[src/rtl/ecp5pll_phase_ctrl.sv]
// ecp5pll_phase_ctrl
// Sequences the ECP5 EHXPLLL dynamic phase-adjust port. A command (step or
// register-load) is taken over a valid/ready handshake. The block then drives
// PHASESEL/PHASEDIR, followed by the PHASESTEP or PHASELOADREG low pulses,
// with setup, pulse-width and settle timing. It also keeps a wrapping
// two's-complement phase offset for each of the four PLL outputs.
//
// Ports:
//   clk, rst_n             clock, asynchronous active-low reset
//   pll_locked             PLL LOCK (asynchronous, synchronized here)
//   req_valid/req_ready    command handshake
//   req_sel/req_dir        target output and direction (1 = advance)
//   req_steps/req_load     step count, or PHASELOADREG request
//   busy/done/err          status; done/err are one-cycle pulses
//   phasesel..phaseloadreg PLL phase-control pins (strobes idle high)
//   pos_rd_sel/pos_rd_data accumulator read-back
module ecp5pll_phase_ctrl #(
  parameter int C_pulse_cycles  = 4,
  parameter int C_settle_cycles = 16,
  parameter int C_step_bits     = 8,
  parameter int C_pos_bits      = 8
) (
  input  logic                   clk,
  input  logic                   rst_n,
  input  logic                   pll_locked,
  input  logic                   req_valid,
  output logic                   req_ready,
  input  logic [1:0]             req_sel,
  input  logic                   req_dir,
  input  logic [C_step_bits-1:0] req_steps,
  input  logic                   req_load,
  output logic                   busy,
  output logic                   done,
  output logic                   err,
  output logic [1:0]             phasesel,
  output logic                   phasedir,
  output logic                   phasestep,
  output logic                   phaseloadreg,
  input  logic [1:0]             pos_rd_sel,
  output logic [C_pos_bits-1:0]  pos_rd_data
);

  // One shared down-counter times setup (2), pulse and settle phases.
  localparam int C_cnt_max0 = (C_pulse_cycles > C_settle_cycles) ? C_pulse_cycles : C_settle_cycles;
  localparam int C_cnt_max  = (C_cnt_max0 > 2) ? C_cnt_max0 : 2;
  localparam int C_cnt_bits = $clog2(C_cnt_max + 1);

  localparam logic [C_cnt_bits-1:0] C_setup_ld  = C_cnt_bits'(1);
  localparam logic [C_cnt_bits-1:0] C_pulse_ld  = C_cnt_bits'(C_pulse_cycles - 1);
  localparam logic [C_cnt_bits-1:0] C_settle_ld = C_cnt_bits'(C_settle_cycles - 1);

  typedef enum logic [2:0] {
    S_IDLE   = 3'd0,
    S_SETUP  = 3'd1,
    S_PULSE  = 3'd2,
    S_LOAD   = 3'd3,
    S_SETTLE = 3'd4,
    S_DONE   = 3'd5
  } state_t;

  state_t                  state_q, state_d;
  logic [C_cnt_bits-1:0]   cnt_q, cnt_d;
  logic [C_step_bits-1:0]  rem_q, rem_d;
  logic [1:0]              sel_q, sel_d;
  logic                    dir_q, dir_d;
  logic                    load_q, load_d;
  logic                    err_d;
  logic                    lock_meta_q, lock_s_q;
  logic                    phasestep_q, phaseloadreg_q;
  logic                    busy_q, done_q, err_q;
  logic [C_pos_bits-1:0]   acc_q [4];
  logic [C_pos_bits-1:0]   acc_d [4];

  // Two-flop synchronizer for the asynchronous PLL lock signal.
  always_ff @(posedge clk or negedge rst_n) begin
    if (!rst_n) begin
      lock_meta_q <= 1'b0;
      lock_s_q    <= 1'b0;
    end else begin
      lock_meta_q <= pll_locked;
      lock_s_q    <= lock_meta_q;
    end
  end

  assign req_ready = (state_q == S_IDLE) && lock_s_q;

  // Next-state, counters and accumulator update.
  always_comb begin
    state_d = state_q;
    cnt_d   = cnt_q;
    rem_d   = rem_q;
    sel_d   = sel_q;
    dir_d   = dir_q;
    load_d  = load_q;
    err_d   = 1'b0;
    for (int i = 0; i < 4; i++) begin
      acc_d[i] = acc_q[i];
    end
    case (state_q)
      S_IDLE: begin
        if (req_valid && req_ready) begin
          sel_d   = req_sel;
          dir_d   = req_dir;
          load_d  = req_load;
          rem_d   = req_steps;
          cnt_d   = C_setup_ld;
          state_d = S_SETUP;
        end else begin
          state_d = S_IDLE;
        end
      end
      S_SETUP: begin
        if (!lock_s_q) begin
          state_d = S_IDLE;
          err_d   = 1'b1;
        end else if (cnt_q != '0) begin
          cnt_d = cnt_q - C_cnt_bits'(1);
        end else if (load_q) begin
          cnt_d   = C_pulse_ld;
          state_d = S_LOAD;
        end else if (rem_q == '0) begin
          state_d = S_DONE;
        end else begin
          cnt_d   = C_pulse_ld;
          state_d = S_PULSE;
        end
      end
      S_PULSE: begin
        // Lock loss wins over pulse completion, so an aborted pulse is never counted.
        if (!lock_s_q) begin
          state_d = S_IDLE;
          err_d   = 1'b1;
        end else if (cnt_q != '0) begin
          cnt_d = cnt_q - C_cnt_bits'(1);
        end else begin
          acc_d[sel_q] = dir_q ? (acc_q[sel_q] - C_pos_bits'(1)) : (acc_q[sel_q] + C_pos_bits'(1));
          rem_d        = rem_q - C_step_bits'(1);
          cnt_d        = C_settle_ld;
          state_d      = S_SETTLE;
        end
      end
      S_LOAD: begin
        if (!lock_s_q) begin
          state_d = S_IDLE;
          err_d   = 1'b1;
        end else if (cnt_q != '0) begin
          cnt_d = cnt_q - C_cnt_bits'(1);
        end else begin
          acc_d[sel_q] = '0;
          rem_d        = '0;
          cnt_d        = C_settle_ld;
          state_d      = S_SETTLE;
        end
      end
      S_SETTLE: begin
        if (!lock_s_q) begin
          state_d = S_IDLE;
          err_d   = 1'b1;
        end else if (cnt_q != '0) begin
          cnt_d = cnt_q - C_cnt_bits'(1);
        end else if (rem_q != '0) begin
          cnt_d   = C_pulse_ld;
          state_d = S_PULSE;
        end else begin
          state_d = S_DONE;
        end
      end
      S_DONE: begin
        // The command has already completed; done is reported, never err.
        state_d = S_IDLE;
      end
      default: begin
        state_d = S_IDLE;
      end
    endcase
  end

  // State, command registers, accumulators and registered outputs.
  always_ff @(posedge clk or negedge rst_n) begin
    if (!rst_n) begin
      state_q        <= S_IDLE;
      cnt_q          <= '0;
      rem_q          <= '0;
      sel_q          <= 2'b00;
      dir_q          <= 1'b0;
      load_q         <= 1'b0;
      phasestep_q    <= 1'b1;
      phaseloadreg_q <= 1'b1;
      busy_q         <= 1'b0;
      done_q         <= 1'b0;
      err_q          <= 1'b0;
      for (int i = 0; i < 4; i++) begin
        acc_q[i] <= '0;
      end
    end else begin
      state_q        <= state_d;
      cnt_q          <= cnt_d;
      rem_q          <= rem_d;
      sel_q          <= sel_d;
      dir_q          <= dir_d;
      load_q         <= load_d;
      // Strobes follow the next state so they are low exactly while in PULSE/LOAD.
      phasestep_q    <= (state_d != S_PULSE);
      phaseloadreg_q <= (state_d != S_LOAD);
      busy_q         <= (state_d != S_IDLE);
      done_q         <= (state_d == S_DONE);
      err_q          <= err_d;
      for (int i = 0; i < 4; i++) begin
        acc_q[i] <= acc_d[i];
      end
    end
  end

  assign phasesel     = sel_q;
  assign phasedir     = dir_q;
  assign phasestep    = phasestep_q;
  assign phaseloadreg = phaseloadreg_q;
  assign busy         = busy_q;
  assign done         = done_q;
  assign err          = err_q;
  assign pos_rd_data  = acc_q[pos_rd_sel];

endmodule

[config.mk]
export PLATFORM = sky130hd
export DESIGN_NAME = ecp5pll_phase_ctrl
export DESIGN_NICKNAME = d
export VERILOG_FILES = /design/src/rtl/ecp5pll_phase_ctrl.sv
export SDC_FILE = /design/constraint.sdc
export NUM_CORES = 1
export LEC_CHECK = 0
export CAP_MARGIN = 5
export CORE_MARGIN = 4
export CORE_UTILIZATION = 55
export DETAILED_ROUTE_END_ITERATION = 16
export PLACE_DENSITY = 0.76
export SLEW_MARGIN = 20
export SYNTH_ARGS = -nofsm -noshare
export SYNTH_HDL_FRONTEND = slang
export SYNTH_SLANG_ARGS = --single-unit
export TNS_END_PERCENT = 100
[constraint.sdc]
create_clock -name clk -period 4.2 [get_ports clk]
set_input_delay 0.84 -clock clk [delete_from_list [all_inputs] [get_ports clk]]
set_output_delay 0.84 -clock clk [all_outputs]
set_load 0.01 [all_outputs]
==> results of run 1 <==
per-layer routing:
metal,global-route usage,part of all wire
met1,0.275,0.44
met2,0.362,0.50
met3,0.0350,0.037
met4,0.102,0.023
met5,0,0
layout make-up:
cell class	instances	area, um2
clock inverter	2	35.0
multi-input combinational	242	1850
clock buffer	14	173
inverter	11	41.3
fill	488	1990
timing repair buffer	38	365
tap	75	93.8
sequential	59	1480
kinds of logic after synthesis:
kind of cell / count (synthesis)
compound gates: 81
xor+xnor: 4
fa+ha+maj: 9
buf+inv: 29
flops: 59
mux: 29
simple gates: 119
sequential cells by signal (all words and copies together), names as in the netlist, 2 cells and up:
signal,count
rem_q,8
state_q,3
phasesel,2
cnt_q,5
acc_q,32
per-stage QoR:
stage	std cells	total power, mW
5_1_grt	441	2.14
2_1_floorplan	330	1.28
4_1_cts	441	2.02
6_report	441	2.01
3_5_place_dp	425	1.47
3_3_place_gp	425	1.45
cell usage in the layout (no fill, tap or decap), types with 7 or more instances in the layout:
master            n
dfrtp_1          57
nand2_1          37
clkdlybuf4s50_1  33
nor2_1           28
o21ai_0          26
mux4_2           16
clkbuf_8         12
inv_1            11
nand2b_1         10
a21oi_1          10
mux2_2           10
ha_1              8
nor3_1            7
worst min path at each step:
stage / from / endpoint / slack, ns / depth (start not counted)
2_1_floorplan: lock_meta_q$_DFF_PN0_ / lock_s_q$_DFF_PN0_ / 0.33 / 0
3_3_place_gp: lock_meta_q$_DFF_PN0_ / lock_s_q$_DFF_PN0_ / 0.34 / 0
3_5_place_dp: lock_meta_q$_DFF_PN0_ / lock_s_q$_DFF_PN0_ / 0.34 / 0
4_1_cts: lock_meta_q$_DFF_PN0_ / lock_s_q$_DFF_PN0_ / 0.35 / 0
5_1_grt: lock_meta_q$_DFF_PN0_ / lock_s_q$_DFF_PN0_ / 0.35 / 0
6_report: lock_meta_q$_DFF_PN0_ / lock_s_q$_DFF_PN0_ / 0.34 / 0
power breakdown:
group          total (mW)  switching (mW)  internal [mW]
clock network       0.543           0.221          0.322
registers           0.810           0.140          0.670
logic               0.657           0.338          0.319
==> out/qor.yml, run 1 <==
worst_setup_path:
  critPathKind: "input pin to output pin"
  start_kind: "input pin"
  crit_start: "pos_rd_sel[0]"
  worst_r2r_path_depth: 7
  worstPathArrival_ns: 2.53
  reg2reg_to: "acc_q[23]$_DFFE_PN0P_"
  crit_end: "pos_rd_data[0]"
  path_cells: "clkdlybuf4s50_1, buf_4, mux4_2, clkdlybuf4s50_1"
  cpPeakStageDelay_ns: 0.53
  setup.reg_to_reg.worst_slack_ns: 0.97
  cp_top_family: "buffers and inverters"
  cp-end-kind: "output pin"
  reg2reg_from: "phasesel[0]$_DFFE_PN0P_"
  crit_fanout: 8
  crit_cells: 4
  crit_slowest_cell: "mux4_2"
  crit_required_ns: 3.36
  path_buf_inv: 3
  crit_top_cell: "clkdlybuf4s50_1"
sta:
  finalHoldViolCount: 0
  fin_skew_ns: 0.0138
  slew_headroom: 0.401
  final.min_clock_period_ns: 3.37
  fin_setup_tns_ns: 0
  slew_violations: 0
  finalSetupViolCount: 0
  fin_crit_sh: 0.803
  worst_slack_ns: 0.826
  max_freq_mhz: 296
  rsz0062_at_grt: "false"
  whs_ns: 0.344
  tightestPinTransition_ns: 0.898
power_and_ir_drop:
  ir_drop_v: 0.000282
  p_per_area_nw_per_um2: 498
  leakage_nw: 1.78
finish:
  area_delta_synth_final_pct: 16.5
  stdcell_area_um2: 4040
  num_antenna_cells: 0
  drive_gt1_frac: 0.169
  nets: 388
  fin_util: 0.670
synth:
  synth_flop_cell: "dfrtp_1"
  synth_common_cells: "57 x dfrtp_1, 37 x nand2_1, 28 x nor2_1"
  synth-adder-area-share: 0.0347
  synth_top_family_by_area: "simple AND/OR/NAND/NOR gates"
  synth_edf_count: 0
  syn_area_um2: 3460
  netlist.area_leader.share: 0.412
  synth_simple_gate_area_frac: 0.182
  avgSynthCellArea_um2: 10.5
  post-synth-top-count-cell: "dfrtp_1"
  synthXorXnorAreaFrac: 0.0101
  synthMuxAreaShare: 0.146
  ys_async_sr_fraction: 1.00
  ys_warn_count: 0
  synth_fp_nets: 357
  ys_seq_elements: 59
  synth_area_leader_cell: "dfrtp_1"
  synth-compound-area-share: 0.161
  seq_area_frac_synth: 0.427
  ys_types: 64
  synth_area_leaders: "dfrtp_1 41%, mux4_2 10%, nand2_1 4.0%"
  syn_inst: 330
routing:
  route.detailed.drc: 0
  drt_iter0_drc: 135
  drt-pass1-iter-count: 4
  ant_nets: 0
  post_drt_wl_per_cell_um: 17.4
  routed_wl_um: 7680
  num_vias: 2703
  viasPerCell: 6.13
floorplan:
  die_h_um: 87.4
  core-area_um2: 6030
  floorplan.die_area_um2: 7630
  initial_core_util: 0.575
  placementRows: 28
  ios: 35
  die_w_um: 87.4
placement:
  gp_congestion: 0.920
  dpl-instance-area_um2: 3830
  dpl_worst_slack_ns: 0.820
  dp_hpwl_um: 5370
  port_buffers: 34
run:
  cap_violations: 0
clock_tree:
  numCtsBuffers: 9
  cts_setup_buffers: 0
  clk_latency_ns: 0.34
  cts_tree: "done"
  clk_pin_slew_ns: 0.06
  cts.sinks: 59
  h-tree-depth: 3
  hold_buffers: 0
  cts_resized: 0
  cts_root_buffer: "clkbuf_8"
  clock_path_buffers: 2
global_route:
  grt_pass1_vias: 2672
  grt_pass1_wl_um: 12700
  antenna_found_initial: 0
  grt_max_degree: 41
  overflow: 0
  grt_util_all_layers: 0.217
worst_hold_path:
  min_path_type: "flop to flop"
status:
  status: "complete, no violations"
Power figures use the tool's default switching activity.
==> run 2, diff against run 1 <==
Settings changed: CORE_UTILIZATION 55 to 52.
Clock period 4.2 ns to 2.78 ns, I/O delays scaled along.
==> run 2 against run 1 <==
- via count rose by 4.8%
- combinational power rose by 81%
- clock power rose by 46%
- utilization fell by 0.18 points
- critical path depth rose by 3
- hold slack got worse by 0.21 ns
- worst setup slack got worse by 0.70 ns
- final cell count rose by 6.1%
- first-iteration DRC count rose by 110%
- count of clock-buffer cells in the layout fell by 5
- critical path type is now flop to flop
- largest power group unchanged
- highest routed layer unchanged
==> out/qor.yml, run 2 (synthesis gave the netlist of run 1 again) <==
clock_tree:
  numCtsBuffers: 9  # unchanged
  cts_setup_buffers: 0  # unchanged
  clk_pin_slew_ns: 0.07  # about the same
  clk_latency_ns: 0.35  # about the same
  cts.sinks: 59  # unchanged
  h-tree-depth: 3  # unchanged
  cts_tree: "done"
  clock_path_buffers: 2  # unchanged
  cts_root_buffer: "clkbuf_8"
finish:
  stdcell_area_um2: 4290  # +6.3%
  nets: 413  # +6.4%
  largest-register: "acc_q"
  largestRegisters: "acc_q (32), rem_q (8), cnt_q (5)"
  fin_util: 0.668  # -0.00181
  largest_register_ffs: 32  # unchanged
  layout_commonest_cell: "dfrtp_1"
  num_antenna_cells: 0  # unchanged
  area_delta_synth_final_pct: 23.8
  final_cell_mix: "56 x dfrtp_1, 37 x nand2_1, 28 x nor2_1, 28 x buf_4, 26 x clkdlybuf4s50_1"
  drive_gt1_frac: 0.246  # +0.0761
power_and_ir_drop:
  p_per_area_nw_per_um2: 741  # +49%
  power_mw: 3.18  # +58%
  ir_drop_v: 0.000462  # +63%
  leakage_nw: 2.03  # +14%
placement:
  gp_congestion: 0.930  # +1.1%
  port_buffers: 34  # unchanged
  dp_hpwl_um: 6050  # +13%
  dpl-instance-area_um2: 4030  # +5.3%
worst_setup_path:
  crit_required_ns: 3.04  # -0.32 ns
  critPathKind: "flop to flop"
  worstPathArrival_ns: 2.92  # +0.39 ns
  cp-end-kind: "flop"
  crit_fanout: 6  # -2
  start_kind: "flop"
floorplan:
  die_h_um: 89.6  # +2.6%
  die_w_um: 89.6  # +2.6%
  ios: 35  # unchanged
  core-area_um2: 6420  # +6.6%
  initial_core_util: 0.539  # -0.0355
  placementRows: 29  # +3.6%
  floorplan.die_area_um2: 8030  # +5.2%
global_route:
  grt_max_degree: 24  # -41%
  grt_pass1_wl_um: 13500  # +6.5%
  grt_pass1_vias: 2818  # +5.5%
  antenna_found_initial: 0  # unchanged
  grt_util_all_layers: 0.224  # +0.00689
  overflow: 0  # unchanged
worst_hold_path:
  min_path_type: "input pin to asynchronous set/reset pin"
sta:
  fin_skew_ns: 0.00730  # -0.00647 ns
  slew_headroom: 0.605  # +0.204
  rsz0062_at_grt: "true"
  finalHoldViolCount: 0  # unchanged
  whs_ns: 0.129  # -0.214 ns
  max_freq_mhz: 377
  fin_crit_sh: 0.955
  tightestPinTransition_ns: 0.591  # -0.308 ns
  finalSetupViolCount: 0  # unchanged
  slew_violations: 0  # unchanged
  final.min_clock_period_ns: 2.66
routing:
  viasPerCell: 6.06  # -1.2%
  routed_wl_um: 8210  # +6.9%
  num_vias: 2834  # +4.8%
  route.detailed.drc: 0  # unchanged
  drt_iter0_drc: 286  # +110%
  drt-pass1-iter-count: 4  # unchanged
  post_drt_wl_per_cell_um: 17.6  # +0.76%
  ant_nets: 0  # unchanged
run:
  cap_violations: 0  # unchanged
status:
  status: "complete, no violations"
[run 2: cell types whose count changed in the layout (fill, tap and decap cells not counted), moves of 2 or more]
cell,change
inv_6,+2
clkbuf_1,-2
dlymetal6s2s_1,+6
clkdlybuf4s50_1,-7
a21oi_2,+2
buf_4,+24
clkinvlp_4,+2
clkbuf_8,-3
a21oi_1,-2
[run 2: timing repair]
action | in CTS | in global routing
resized for setup | 3 | 14
setup endpoints to repair | 5 | 18
hold buffers | 0 | 0
pin swaps | 0 | 1
[run 2: critical path, stage by stage (launching register included)]
cell and delay [ns]:
dfrtp_1 0.40, buf_12 0.14, mux4_2 0.54, fa_1 0.46
a21oi_2 0.17, o21ai_1 0.15, or3b_2 0.52, o21ai_0 0.19
[run 2: metal layers]
metal,track usage,share of wire,up-vias
li1,-,-,1335
met1,0.278,0.41,1388
met2,0.375,0.51,96
met3,0.0575,0.052,15
met4,0.0853,0.022,0
met5,0,0,-
[run 2: where the power goes]
group,internal [mW],switching (mW)
clock network,0.419,0.374
logic,0.599,0.596
registers,1.01,0.175
total,2.03,1.15
[run 2: final timing paths]
path	endpoint	cells past startpoint	slack, ns	from
hold / removal	acc_q[26]$_DFFE_PN0P_	1	0.13	rst_n
setup reg to reg	acc_q[28]$_DFFE_PN0P_	7	0.12	phasesel[0]$_DFFE_PN0P_
min in group clk	lock_s_q$_DFF_PN0_	0	0.36	lock_meta_q$_DFF_PN0_
max in group asynchronous	phasesel[1]$_DFFE_PN0P_	2	1.98	rst_n
hold reg to reg	lock_s_q$_DFF_PN0_	0	0.36	lock_meta_q$_DFF_PN0_
setup / recovery	acc_q[28]$_DFFE_PN0P_	7	0.12	phasesel[0]$_DFFE_PN0P_
[run 2: layout make-up]
cell class,count,area [um2]
Multi-Input combinational cell,242,1890
Clock inverter,7,76.3
Tap cell,77,96.3
Clock buffer,9,124
Timing Repair Buffer,63,579
Fill cell,513,2130
Inverter,11,41.3
Sequential cell,59,1480
[run 2: through the flow]
step / setup slack (ns) / instances / TNS, ns
floorplan: 0.0262 / 330 / 0
global route: -0.0107 / 468 / -0.0190
CTS: 0.00378 / 468 / 0
detailed placement: -0.0381 / 452 / -0.138
finish: 0.125 / 468 / 0
global placement: 0.0159 / 452 / 0
==> run 3, diff against run 2 <==
Settings changed: PLACE_DENSITY 0.76 to not set, PLACE_DENSITY_LB_ADDON set to 0.15.
==> run 3 against run 2 <==
- combinational power about the same
- first-iteration DRC count decreased by 47%
- highest routed layer unchanged
- routed wire length decreased by 2.5%
- die area unchanged
- flip-flop and latch count unchanged
==> out/qor.yml, run 3 (synthesis gave the netlist of run 1 again) <==
power_and_ir_drop:
  p_per_area_nw_per_um2: 732  # -1.1%
  p_int_mw: 2.02  # -0.47%
  power_mw: 3.11  # -2.1%
  ir_drop_v: 0.000423  # -8.4%
  swShare: 0.350  # -0.0105
  power.share.clock: 0.246  # -0.004
  switchingPower_mw: 1.09  # -4.9%
  comb_power_share: 0.372  # -0.004
  p_seq_frac: 0.382  # +0.008
  leakage_nw: 2.02  # -0.62%
routing:
  viasPerCell: 5.99  # -1.1%
  route.detailed.drc: 0  # unchanged
  ant_nets: 0  # unchanged
  drt-pass1-iter-count: 4  # unchanged
  drt_iter0_drc: 153  # -47%
  post_drt_wl_per_cell_um: 17.3  # -1.2%
  routed_wl_um: 8010  # -2.5%
  num_vias: 2767  # -2.4%
clock_tree:
  cts_root_buffer: "clkbuf_8"
  cts.sinks: 59  # unchanged
  clk_latency_ns: 0.34  # about the same
  h-tree-depth: 3  # unchanged
  clk_pin_slew_ns: 0.07  # about the same
  cts_tree: "done"
  clock_path_buffers: 2  # unchanged
  numCtsBuffers: 9  # unchanged
global_route:
  overflow: 0  # unchanged
  grt_pass1_vias: 2790  # -0.99%
  grt_util_all_layers: 0.222  # -0.00165
  antenna_found_initial: 0  # unchanged
  grt_pass1_wl_um: 13500  # -0.16%
  grt_max_degree: 31  # +29%
worst_setup_path:
  worstPathArrival_ns: 2.11  # -0.81 ns
  reg2reg_to: "acc_q[31]$_DFFE_PN0P_"
  setup.reg_to_reg.worst_slack_ns: 0.14  # +0.02 ns
  critPathKind: "input pin to output pin"
  reg2reg_from: "phasesel[0]$_DFFE_PN0P_"
  cp-end-kind: "output pin"
  worst_r2r_path_depth: 10  # +3
  crit_required_ns: 2.22  # -0.82 ns
  start_kind: "input pin"
  crit_fanout: 2  # -4
finish:
  stdcell_area_um2: 4250  # -0.96%
  layout_commonest_cell: "dfrtp_1"
  fillCellCount: 510  # -0.58%
  area_delta_synth_final_pct: 22.6
  final_cells: 462  # -1.3%
  largest-register: "acc_q"
  fin_util: 0.661  # -0.00643
  largestRegisters: "acc_q (32), rem_q (8), cnt_q (5)"
  final_cell_mix: "57 x dfrtp_1, 37 x nand2_1, 28 x nor2_1"
  largest_register_ffs: 32  # unchanged
  nets: 407  # -1.5%
  num_antenna_cells: 0  # unchanged
  drive_gt1_frac: 0.226  # -0.0196
sta:
  tightestPinTransition_ns: 0.724  # +0.134 ns
  finalHoldViolCount: 0  # unchanged
  final.min_clock_period_ns: 2.66  # +0.00645 ns
  fin_crit_sh: 0.958  # +0.00232
  finalSetupViolCount: 0  # unchanged
  slew_headroom: 0.517  # -0.0879
  fin_skew_ns: 0.00846  # +0.00116 ns
  max_freq_mhz: 376  # -0.24%
  slew_violations: 0  # unchanged
status:
  status: "complete, no violations"
placement:
  dp_hpwl_um: 5760  # -4.9%
  gp_congestion: 0.905  # -2.7%
  placedCellCount: 446  # -1.3%
  port_buffers: 34  # unchanged
  dpl-instance-area_um2: 4010  # -0.50%
floorplan:
  initial_core_util: 0.539  # unchanged
  die_h_um: 89.6  # unchanged
  core-area_um2: 6420  # unchanged
  ios: 35  # unchanged
  placementRows: 29  # unchanged
  die_w_um: 89.6  # unchanged
  floorplan.die_area_um2: 8030  # unchanged
worst_hold_path:
  min_path_type: "input pin to asynchronous set/reset pin"
run:
  cap_violations: 0  # unchanged
[run 3: power by group through the flow]
| stage | sequential [mW] | clock [mW] | combinational, mW |
|---|---|---|---|
| floorplan | 1.14 | 0 | 0.793 |
| global placement | 1.19 | 0 | 1.11 |
| detailed placement | 1.20 | 0 | 1.13 |
| CTS | 1.18 | 0.790 | 1.14 |
| global route | 1.21 | 0.836 | 1.29 |
| finish | 1.19 | 0.764 | 1.16 |
[run 3: area by class of cell]
cell class / count / area [um2] / area share
clock buffer: 11 / 141 / 0.0333
tap: 77 / 96.3 / 0.0227
sequential: 59 / 1480 / 0.348
inverter: 11 / 41.3 / 0.00972
timing repair buffer: 57 / 563 / 0.133
clock inverter: 5 / 52.6 / 0.0124
multi-input combinational: 242 / 1870 / 0.441
[run 3: timing repair]
action | in CTS | in global routing
hold buffers | 0 | 0
hold endpoints to repair | 0 | 0
setup buffers | 0 | 0
resized for setup | 0 | 14
setup endpoints to repair | 0 | 23
[run 3: how the worst max path moves through the flow]
stage	startpoint	endpoint	slack, ns	cells past startpoint
floorplan	phasesel[0]$_DFFE_PN0P_	acc_q[23]$_DFFE_PN0P_	0.03	9
global placement	pos_rd_sel[0]	pos_rd_data[0]	0.005	4
detailed placement	pos_rd_sel[0]	pos_rd_data[4]	0.005	4
CTS	pos_rd_sel[0]	pos_rd_data[4]	0.005	4
global route	phasesel[0]$_DFFE_PN0P_	acc_q[31]$_DFFE_PN0P_	-0.01	9
finish	pos_rd_sel[1]	pos_rd_data[7]	0.12	3
[run 3: per-stage QoR]
stage | worst slack, ns | TNS, ns | hold WS, ns
6_report | 0.118 | 0 | 0.262
2_1_floorplan | 0.0262 | 0 | 0.260
3_5_place_dp | 0.00458 | 0 | 0.343
3_3_place_gp | 0.00522 | 0 | 0.342
5_1_grt | -0.0104 | -0.0217 | 0.314
4_1_cts | 0.00458 | 0 | 0.283
[run 3: per-layer routing]
metal,up-vias,track usage,share of wire
met3,19,0.0566,0.050
met1,1357,0.279,0.41
met5,-,0,0
met4,0,0.0825,0.028
met2,72,0.370,0.51
li1,1319,-,-
[run 3: worst max-delay path: stages]
cell	delay, ns
clkdlybuf4s50_1	0.53
mux4_2	0.53
clkdlybuf4s50_1	0.49
